--- src/rtl/hazard_pkg.sv ---
// Shared types for the hazard / forwarding unit.
//   fwd_sel_t : EX operand mux select (register file, MEM/WB, EX/MEM)
//   state_t   : load-use stall sequencer states
package hazard_pkg;

    typedef enum logic [1:0] {
        FWD_RF     = 2'b00,
        FWD_MEM_WB = 2'b01,
        FWD_EX_MEM = 2'b10
    } fwd_sel_t;

    typedef enum logic {
        IDLE  = 1'b0,
        STALL = 1'b1
    } state_t;

endpackage

--- src/rtl/fwd_select.sv ---
// Single-operand forwarding comparator.
//   ars             : EX-stage source register address
//   ard_ex_mem      : MEM-stage destination, regwrite_ex_mem its write enable
//   ard_mem_wb      : WB-stage destination, regwrite_mem_wb its write enable
//   sel             : forwarding select for this operand
// The younger EX/MEM result wins over MEM/WB; x0 is never forwarded.
module fwd_select
    import hazard_pkg::*;
#(
    parameter int REG_ADDR_W = 5
) (
    input  logic [REG_ADDR_W-1:0] ars,
    input  logic [REG_ADDR_W-1:0] ard_ex_mem,
    input  logic                  regwrite_ex_mem,
    input  logic [REG_ADDR_W-1:0] ard_mem_wb,
    input  logic                  regwrite_mem_wb,
    output fwd_sel_t              sel
);

    logic hit_ex_mem;
    logic hit_mem_wb;

    assign hit_ex_mem = regwrite_ex_mem && (ard_ex_mem != '0) && (ard_ex_mem == ars);
    assign hit_mem_wb = regwrite_mem_wb && (ard_mem_wb != '0) && (ard_mem_wb == ars);

    always_comb begin
        sel = FWD_RF;
        if (hit_ex_mem) begin
            sel = FWD_EX_MEM;
        end else if (hit_mem_wb) begin
            sel = FWD_MEM_WB;
        end
    end

endmodule

--- src/rtl/hazard_forward_unit.sv ---
// Pipeline hazard and forwarding unit, placed beside the ID/EX register.
//   clk, rst_n       : clock, asynchronous active-low reset
//   ars_if_id        : decode-stage source addresses, src i at [i*REG_ADDR_W +: REG_ADDR_W]
//   uses_rs_if_id    : decode-stage source valid per operand
//   ars_id_ex        : EX-stage source addresses
//   ard_id_ex, regwrite_id_ex, memread_id_ex : EX-stage destination and control
//   ard_ex_mem, regwrite_ex_mem              : MEM-stage destination and control
//   ard_mem_wb, regwrite_mem_wb              : WB-stage destination and control
//   flush            : branch/jump taken, kills IF/ID
//   forward          : per-operand EX mux select (2 bits per operand)
//   stall_pc, stall_if_id : hold enables
//   bubble_id_ex     : insert NOP into ID/EX
//   stall_cnt        : saturating count of stalled cycles
module hazard_forward_unit
    import hazard_pkg::*;
#(
    parameter int REG_ADDR_W = 5,
    parameter int NUM_SRC    = 2,
    parameter int LOAD_LAT   = 1,
    parameter int FWD_EN     = 1,
    parameter int CNT_W      = 16
) (
    input  logic                          clk,
    input  logic                          rst_n,
    input  logic [NUM_SRC*REG_ADDR_W-1:0] ars_if_id,
    input  logic [NUM_SRC-1:0]            uses_rs_if_id,
    input  logic [NUM_SRC*REG_ADDR_W-1:0] ars_id_ex,
    input  logic [REG_ADDR_W-1:0]         ard_id_ex,
    input  logic                          regwrite_id_ex,
    input  logic                          memread_id_ex,
    input  logic [REG_ADDR_W-1:0]         ard_ex_mem,
    input  logic                          regwrite_ex_mem,
    input  logic [REG_ADDR_W-1:0]         ard_mem_wb,
    input  logic                          regwrite_mem_wb,
    input  logic                          flush,
    output logic [NUM_SRC*2-1:0]          forward,
    output logic                          stall_pc,
    output logic                          stall_if_id,
    output logic                          bubble_id_ex,
    output logic [CNT_W-1:0]              stall_cnt
);

    // Wide enough to hold LOAD_LAT-1; at least one bit when LOAD_LAT==1.
    localparam int REM_W = (LOAD_LAT > 1) ? $clog2(LOAD_LAT) : 1;

    state_t             state_reg, state_next;
    logic [REM_W-1:0]   remaining_reg, remaining_next;
    logic [CNT_W-1:0]   stall_cnt_reg;

    fwd_sel_t           sel_arr [NUM_SRC];
    logic [NUM_SRC-1:0] match_id_ex;
    logic [NUM_SRC-1:0] match_ex_mem;
    logic               haz_load;
    logic               haz_raw;
    logic               haz;
    logic               stall_active;

    // Per-operand forwarding and decode-stage dependency compares.
    generate
        for (genvar gi = 0; gi < NUM_SRC; gi++) begin : g_src
            fwd_select #(
                .REG_ADDR_W (REG_ADDR_W)
            ) u_fwd_select (
                .ars             (ars_id_ex[gi*REG_ADDR_W +: REG_ADDR_W]),
                .ard_ex_mem      (ard_ex_mem),
                .regwrite_ex_mem (regwrite_ex_mem),
                .ard_mem_wb      (ard_mem_wb),
                .regwrite_mem_wb (regwrite_mem_wb),
                .sel             (sel_arr[gi])
            );

            // Without forwarding every operand reads the register file.
            assign forward[gi*2 +: 2] = ((FWD_EN != 0) && rst_n) ? sel_arr[gi] : FWD_RF;

            assign match_id_ex[gi]  = uses_rs_if_id[gi] &&
                                      (ars_if_id[gi*REG_ADDR_W +: REG_ADDR_W] == ard_id_ex);
            assign match_ex_mem[gi] = uses_rs_if_id[gi] &&
                                      (ars_if_id[gi*REG_ADDR_W +: REG_ADDR_W] == ard_ex_mem);
        end
    endgenerate

    assign haz_load = memread_id_ex && (ard_id_ex != '0) && (|match_id_ex);

    // Without forwarding any pending write in EX or MEM is a hazard; WB is
    // assumed to be visible through a write-before-read register file.
    assign haz_raw  = (regwrite_id_ex  && (ard_id_ex  != '0) && (|match_id_ex)) ||
                      (regwrite_ex_mem && (ard_ex_mem != '0) && (|match_ex_mem));

    assign haz = (FWD_EN != 0) ? haz_load : (haz_load || haz_raw);

    // State register and saturating counter.
    always_ff @(posedge clk or negedge rst_n) begin
        if (!rst_n) begin
            state_reg     <= IDLE;
            remaining_reg <= '0;
            stall_cnt_reg <= '0;
        end else begin
            state_reg     <= state_next;
            remaining_reg <= remaining_next;
            if (stall_pc && (stall_cnt_reg != '1)) begin
                stall_cnt_reg <= stall_cnt_reg + 1'b1;
            end
        end
    end

    // Next-state logic. The detect cycle in IDLE is the first stall cycle,
    // so STALL only covers the remaining LOAD_LAT-1 cycles.
    always_comb begin
        state_next     = state_reg;
        remaining_next = remaining_reg;
        if (flush) begin
            state_next     = IDLE;
            remaining_next = '0;
        end else begin
            case (state_reg)
                IDLE: begin
                    if (haz && (LOAD_LAT > 1)) begin
                        state_next     = STALL;
                        remaining_next = REM_W'(LOAD_LAT - 1);
                    end
                end
                STALL: begin
                    if (remaining_reg <= REM_W'(1)) begin
                        state_next     = IDLE;
                        remaining_next = '0;
                    end else begin
                        remaining_next = remaining_reg - 1'b1;
                    end
                end
                default: begin
                    state_next     = IDLE;
                    remaining_next = '0;
                end
            endcase
        end
    end

    // Output logic. Flush suppresses the stall so the flush path owns the kill.
    always_comb begin
        stall_active = 1'b0;
        if (!flush) begin
            case (state_reg)
                IDLE:    stall_active = haz;
                STALL:   stall_active = 1'b1;
                default: stall_active = 1'b0;
            endcase
        end
    end

    assign stall_pc     = stall_active && rst_n;
    assign stall_if_id  = stall_active && rst_n;
    assign bubble_id_ex = stall_active && rst_n;
    assign stall_cnt    = stall_cnt_reg;

endmodule

--- config.mk ---
export PLATFORM = sky130hd
export DESIGN_NAME = hazard_forward_unit
export DESIGN_NICKNAME = d
export VERILOG_FILES = /design/src/rtl/hazard_pkg.sv /design/src/rtl/fwd_select.sv /design/src/rtl/hazard_forward_unit.sv
export SDC_FILE = /design/constraint.sdc
export NUM_CORES = 1
export LEC_CHECK = 0
export ABC_AREA = 1
export BUFFER_PORTS_ARGS = -buffer_cell sky130_fd_sc_hd__clkbuf_2
export CAP_MARGIN = 20
export CORE_MARGIN = 2
export CORE_UTILIZATION = 42
export DETAILED_ROUTE_END_ITERATION = 8
export GPL_TIMING_DRIVEN = 0
export PLACE_DENSITY_LB_ADDON = 0.08
export SYNTH_ARGS = -nofsm -noshare
export SYNTH_HDL_FRONTEND = slang
export SYNTH_HIERARCHICAL = 1
export SYNTH_SLANG_ARGS = --single-unit
--- constraint.sdc ---
create_clock -name clk -period 1.4 [get_ports clk]
set_input_delay 0.28 -clock clk [delete_from_list [all_inputs] [get_ports clk]]
set_output_delay 0.28 -clock clk [all_outputs]
set_load 0.02 [all_outputs]
* Word-level counts from Yosys, hierarchy flattened *
Cells that the tools add are included.

storage, ports and cells
  bits in registers = 18
  input bits = 44
  word-level logic and storage cells = 45

cells by class
  add/sub/neg operators = 2
  $lt $le $gt $ge = 1
  equal/unequal tests = 7
  mux-type cells = 14
  bitwise logic cells = 1
  reduce and logical (&&, ||, !) cells = 17

operators by type and width
  kind                                            count
  == test 5 bit                                   6
  adder 16 x 1 -> 16 bit (second input constant)  1
  != test 16 bit (second input constant)          1
  nonzero test 5 bit                              3
  logical AND 1 bit                               12
  two-way mux 1 bit                               9
  two-way mux 2 bit                               4
  case mux 1 bit (2 select lines)                 1
  nonzero test 2 bit                              1
  OR reduction 2 bit                              1
  <= comparator 1 bit (second input constant)     1
  NOT 1 bit                                       1
  subtractor 1 bit (second input constant)        1

* Depth between registers and ports, before layout *
  depth in word-level cells = 8
  mapped depth = 10
  gate-level depth less buffers = 9

* By module *
Netlist, hierarchy kept.

by module, submodules not included
  module               times used  cells each  area each (um^2)  sequential area each (um^2)
  hazard_forward_unit  1           222         1345.0            400.4
  fwd_select           2           51          221.5             0.0

* Worst setup path before layout *
OpenSTA, ideal clock, no wires.

  path type = register to register
  start point = reg stall_cnt_reg[0], in the netlist stall_cnt[0]
  end point = reg stall_cnt_reg[2], in the netlist stall_cnt[2]
  arrival = 1.517 ns
  required time = 1.282 ns
  slack = -0.235 ns
  cell stages (with the launch flop) = 8
  path buffers = 1
  period minus slack after synthesis = 1.635 ns
  path through = dfrtp_1 -> ha_1 -> nand3_1 -> nor2_4 -> nand2_4 -> buf_2 -> nand4_1 -> nand2_1

on the way
  cells in the longest elaborated chain, start to end = 2
  elaborated cells between the ends (all ways) = 3
  those cells by class = add/sub: 1; eq/ne: 1; reduce/logical: 1

RTL lines
  element                                                         line                        source
  start, declared                                                 hazard_forward_unit.sv:48   logic [CNT_W-1:0] stall_cnt_reg;
  start signal, assigned                                          hazard_forward_unit.sv:101  stall_cnt_reg <= stall_cnt_reg + 1'b1;
  branches (longest 2 deep; another with adder 16 x 1 -> 16 bit)  n/a

Parallel ways; which one is timed is not known.
A chain may end at the register's enable or synchronous reset.

* Worst setup path after layout *
  start point = in ard_id_ex[3]
  end point = out stall_pc

on the way
  cells in the longest elaborated chain, start to end = 7
  elaborated cells between the ends (all ways) = 11
  those cells by class = eq/ne: 2; mux: 2; reduce/logical: 7

RTL lines
  element                            line                        source
  start, declared                    hazard_forward_unit.sv:28   input logic [REG_ADDR_W-1:0] ard_id_ex,
  == test 5 bit                      hazard_forward_unit.sv:76   (ars_if_id[gi*REG_ADDR_W +: REG_ADDR_W] == ard_id_ex);
  logical AND 1 bit                  hazard_forward_unit.sv:75   assign match_id_ex[gi] = uses_rs_if_id[gi] &&
  OR reduction 2 bit                 n/a
  logical AND 1 bit *                hazard_forward_unit.sv:82   assign haz_load = memread_id_ex && (ard_id_ex != '0) && (|match_id_ex);
  case mux 1 bit (2 select lines) *  hazard_forward_unit.sv:142  case (state_reg)
  two-way mux 1 bit *                hazard_forward_unit.sv:141  if (!flush) begin
  logical AND 1 bit *                hazard_forward_unit.sv:150  assign stall_pc = stall_active && rst_n;
  end, declared                      hazard_forward_unit.sv:37   output logic stall_pc,

Mark *: on every way between the ends. The rest lies on a longest branch, timed or not.

==> impl_results.html <==
<table>
<tr><th>Metric</th><th>Value</th></tr>
<tr><th colspan="2">Clock tree</th></tr>
<tr><td>Root Buffer</td><td>clkbuf_8</td></tr>
<tr><td>Clock buffer count from CTS</td><td>3</td></tr>
<tr><td>Clock-pin slew of the registers on the worst-case setup and hold paths</td><td>around 0.07 ns</td></tr>
<tr><td>Bufs on Longest Clock Path</td><td>2</td></tr>
<tr><td>TritonCTS clock tree</td><td>built</td></tr>
<tr><td>Clk Latency, worst-skew pair</td><td>0.26 ns</td></tr>
<tr><td>Clock H-tree levels</td><td>1</td></tr>
<tr><td>Number of sinks handled by clock tree synthesis</td><td>16</td></tr>
<tr><th colspan="2">Place</th></tr>
<tr><td>Post-detailed-placement half-perimeter wirelength</td><td>approximately 3600 µm</td></tr>
<tr><td>Number of buffers added on ports</td><td>65</td></tr>
<tr><td>Total placed instance area</td><td>between 2000 and 2500 µm²</td></tr>
<tr><td>Weighted congestion reported at the end of routability-driven placement</td><td>around 0.90</td></tr>
<tr><td>Placed Cells</td><td>439</td></tr>
<tr><td>Worst setup timing slack at the placement stage</td><td>-0.538 ns</td></tr>
<tr><th colspan="2">Cells and area</th></tr>
<tr><td>Antenna diode count</td><td>0</td></tr>
<tr><td>Net count, final</td><td>468</td></tr>
<tr><td>Fraction of layout instances using a drive strength above 1</td><td>0.486</td></tr>
<tr><td>Largest register FFs</td><td>16</td></tr>
<tr><td>Final Util</td><td>0.733</td></tr>
<tr><td>Post-Layout Inst Area</td><td>~3000 µm²</td></tr>
<tr><td>Area occupied by registers</td><td>417 µm²</td></tr>
<tr><td>Number of non-filler instances in the completed layout</td><td>472</td></tr>
<tr><td>Area occupied by multi-input gates</td><td>1340 µm²</td></tr>
<tr><td>Layout area overhead</td><td>66.3%</td></tr>
<tr><td>Fill count</td><td>319</td></tr>
<tr><th colspan="2">Worst setup path</th></tr>
<tr><td>Register-to-register setup slack</td><td>-0.01 ns</td></tr>
<tr><td>Worst Path Required</td><td>approximately 1.1 ns</td></tr>
<tr><td>Register-to-Register Path Depth</td><td>9</td></tr>
<tr><td>Critical Path AT</td><td>approximately 1.2 ns</td></tr>
<tr><td>Origin of the critical flop-to-flop path</td><td>stall_cnt[11]</td></tr>
<tr><td>Critical Path Source</td><td>ard_id_ex[3]</td></tr>
<tr><td>End point of the critical path</td><td>stall_pc</td></tr>
<tr><td>CP Launch Type</td><td>input port</td></tr>
<tr><td>Maximum net fanout on the critical path</td><td>3</td></tr>
<tr><td>Endpoint of the worst-slack reg-to-reg timing path</td><td>stall_cnt[2]</td></tr>
<tr><td>Slowest Stage Delay on Critical Path</td><td>~0.19 ns</td></tr>
<tr><td>Worst path cell trace</td><td>clkbuf_2 &gt; inv_2 &gt; nand2_1 &gt; nand2_1 &gt; nor2_1 &gt; nand3_1 &gt; a21oi_2 &gt; buf_4 &gt; buf_8</td></tr>
<tr><td>Slowest cell on the critical path</td><td>a21oi_2</td></tr>
<tr><td>Crit. End Element</td><td>output port</td></tr>
<tr><td>Class of the most critical setup path</td><td>in -&gt; out</td></tr>
<tr><td>Most repeated library cell on the critical path</td><td>nand2_1</td></tr>
<tr><th colspan="2">Timing</th></tr>
<tr><td>Final total negative setup slack</td><td>-0.234 ns</td></tr>
<tr><td>Worst-case hold slack</td><td>0.300 ns</td></tr>
<tr><td>Final worst path period share</td><td>1.04</td></tr>
<tr><td>Tightest Pin Transition</td><td>0.768 ns</td></tr>
<tr><td>Number of hold violations in the final report</td><td>0</td></tr>
<tr><td>Worst-case clock skew</td><td>0.00853 ns</td></tr>
<tr><td>Fin. max-slew vios</td><td>0</td></tr>
<tr><td>Fmax</td><td>685 MHz</td></tr>
<tr><td>Setup Viol. Count Final</td><td>8</td></tr>
<tr><td>Min Tclk post-route</td><td>roughly 1.5 ns</td></tr>
<tr><td>Worst Setup Slack, final</td><td>-0.0599 ns</td></tr>
<tr><td>RSZ-0062 raised after global routing</td><td>true</td></tr>
<tr><td>Slew Limit Headroom</td><td>0.488</td></tr>
<tr><th colspan="2">Synth</th></tr>
<tr><td>Number of storage elements in the synthesis netlist</td><td>16</td></tr>
<tr><td>Post-synthesis area per instance</td><td>5.52 µm²</td></tr>
<tr><td>Cell with the most instances after synthesis</td><td>nand2_1</td></tr>
<tr><td>Summed instance area of the synthesized netlist</td><td>1790 µm²</td></tr>
<tr><td>Number of synthesized flops with an enable pin</td><td>0</td></tr>
<tr><td>Area share of the largest cell type after synthesis</td><td>0.288</td></tr>
<tr><td>Share of synthesized area occupied by flip-flops and latches</td><td>0.224</td></tr>
<tr><td>Library cell with the largest summed area after synthesis</td><td>nand2_1</td></tr>
<tr><td>Top cells by count, synth</td><td>137 x nand2_1, 47 x inv_1, 34 x nor2_1, 20 x nand4_1, 18 x nand3_1</td></tr>
<tr><td>Fraction of synthesis flops using an asynchronous set or reset pin</td><td>1.00</td></tr>
<tr><td>Synth warn</td><td>6</td></tr>
<tr><td>Largest cells by area after synthesis</td><td>nand2_1 29%, dfrtp_1 22%, inv_1 9.9%, nor2_1 7.1%, nand4_1 7.0%</td></tr>
<tr><td>Post-Synthesis Net Count</td><td>roughly 370</td></tr>
<tr><td>Number of distinct library cells after synthesis</td><td>24</td></tr>
<tr><td>Synth Instances</td><td>~320</td></tr>
<tr><td>Main synth FF type</td><td>dfrtp_1</td></tr>
<tr><th colspan="2">Global routing</th></tr>
<tr><td>Initial antenna violation count</td><td>0</td></tr>
<tr><td>Maximum number of pins on one net before global-route repair</td><td>17</td></tr>
<tr><td>First-pass GRT wire length</td><td>8910 µm</td></tr>
<tr><td>Global-route congestion overflow total</td><td>0</td></tr>
<tr><td>Number of global-route vias before repair</td><td>around 2,100</td></tr>
<tr><td>Total routing resource utilization after global routing</td><td>0.223</td></tr>
<tr><th colspan="2">Power</th></tr>
<tr><td>Switch share</td><td>0.317</td></tr>
<tr><td>Portion of total power attributed to sequential cells</td><td>0.366</td></tr>
<tr><td>Internal</td><td>914 µW</td></tr>
<tr><td>Power Total</td><td>approximately 1.3 mW</td></tr>
<tr><td>Clock network fraction of design power</td><td>0.279</td></tr>
<tr><td>Static leakage</td><td>1.63 nW</td></tr>
<tr><td>Combinational group share of total power</td><td>0.355</td></tr>
<tr><td>Worst voltage drop across the vdd grid</td><td>0.249 mV</td></tr>
<tr><td>Power density relative to cell area</td><td>450 nW/µm²</td></tr>
<tr><td>Switching power</td><td>424 µW</td></tr>
<tr><th colspan="2">Die</th></tr>
<tr><td>Starting utilization of the core area</td><td>0.441</td></tr>
<tr><td>Die Wd</td><td>69.2 µm</td></tr>
<tr><td>Die height</td><td>69.2 µm</td></tr>
<tr><td>Core region area</td><td>4060 µm²</td></tr>
<tr><td>Ports placed on the boundary</td><td>67</td></tr>
<tr><td>Row Count</td><td>23</td></tr>
<tr><td>Area enclosed by the die boundary</td><td>4790 µm²</td></tr>
<tr><th colspan="2">Drt</th></tr>
<tr><td>Vias</td><td>2,367</td></tr>
<tr><td>Initial detailed-routing violation count</td><td>between 100 and 150</td></tr>
<tr><td>DR WL/cell</td><td>12.2 µm</td></tr>
<tr><td>Number of nets still failing antenna checks after routing</td><td>0</td></tr>
<tr><td>Number of iterations in the first detailed-routing pass</td><td>4</td></tr>
<tr><td>Wire length reported by the detailed router</td><td>approximately 5800 µm</td></tr>
<tr><td>Routed via count divided by cell count</td><td>around 5.0</td></tr>
<tr><td>Remaining DRCs</td><td>0</td></tr>
<tr><th colspan="2">Job</th></tr>
<tr><td>Max-Cap Viols</td><td>0</td></tr>
<tr><th colspan="2">Run status</th></tr>
<tr><td>Status</td><td>finished with violations</td></tr>
<tr><td>Failing checks</td><td>negative setup slack</td></tr>
<tr><th colspan="2">Worst hold path</th></tr>
<tr><td>Kind of path behind the tightest hold check</td><td>in -&gt; async</td></tr>
</table>
==> power by group through the flow <==
| stage | clock network (mW) | registers [mW] | logic, mW |
|---|---|---|---|
| after floorplan | 0 | 0.517 | 0.156 |
| after global placement | 0 | 0.506 | 0.299 |
| after detailed placement | 0 | 0.507 | 0.305 |
| after CTS | 0.373 | 0.489 | 0.394 |
| after global routing | 0.394 | 0.491 | 0.524 |
| final | 0.374 | 0.489 | 0.475 |
==> logic make-up (layout without fill, tap and decap cells) <==
group / count (synthesis) / in the layout / synth area share
AOI/OAI and AO/OA: 13 / 13 / 0.0392
xor gates and xnor gates: 9 / 9 / 0.0441
adders and majority gates: 1 / 1 / 0.00700
buffers and inverters: 62 / 160 / 0.144
DFF: 16 / 16 / 0.224
and+or+nand+nor: 223 / 223 / 0.542
==> cell type report <==
type / instances / share of cell area
multi-input combinational: 246 / 0.449
timing repair buffer: 94 / 0.279
sequential: 16 / 0.140
inverter: 54 / 0.0741
buffer: 8 / 0.0219
tap: 50 / 0.0210
clock buffer: 4 / 0.0152
==> routing by layer <==
layer,vias up,share of wire,global-route usage
li1,1190,-,-
met1,1087,0.39,0.273
met2,80,0.54,0.420
met3,10,0.050,0.0145
met4,0,0.012,0.0588
met5,-,0,0
==> worst max-delay path: cells and delay by family <==
family                 cells  cell delay, ns
buffers and inverters      4            0.40
AND/OR/NAND/NOR            4            0.29
AO/OA/AOI/OAI              1            0.19
==> placed cells by master (no fill, tap or decap), types with 2 or more instances in the layout <==
master     instances
a21oi_2            2
buf_4             31
buf_6              9
buf_8             14
clkbuf_16          2
clkbuf_2          38
clkbuf_8           8
dfrtp_1            3
dfrtp_2           13
inv_1             28
inv_2             19
inv_4              7
nand2_1          102
nand2_2           35
nand2_4            4
nand3_1           15
nand3_2            2
nand3_4            2
nand4_1           20
nor2_1            27
nor2_2             7
nor2_4             6
o21ai_0            4
o21ai_1            4
xnor2_1            5
xor2_1             4
==> repair_timing <==
item	in CTS	in global routing
endpoints found under the setup margin	21	36
hold buffers	1	0
setup buffers	17	11
cloned	1	0
gates resized for setup	54	101
hold endpoints to repair	16	0
pin swaps	16	47
==> worst min-delay path by stage <==
stage	startpoint	end	slack, ns	depth (start not counted)
2_1_floorplan	rst_n	stall_cnt[0]	-0.02	0
3_3_place_gp	rst_n	stall_cnt[3]	0.27	1
3_5_place_dp	rst_n	stall_cnt[2]	0.28	1
4_1_cts	flush	stall_cnt[10]	0.54	6
5_1_grt	rst_n	stall_cnt[4]	0.38	2
6_report	rst_n	stall_cnt[4]	0.30	2
No activity file was read; power rests on OpenSTA's default activity.
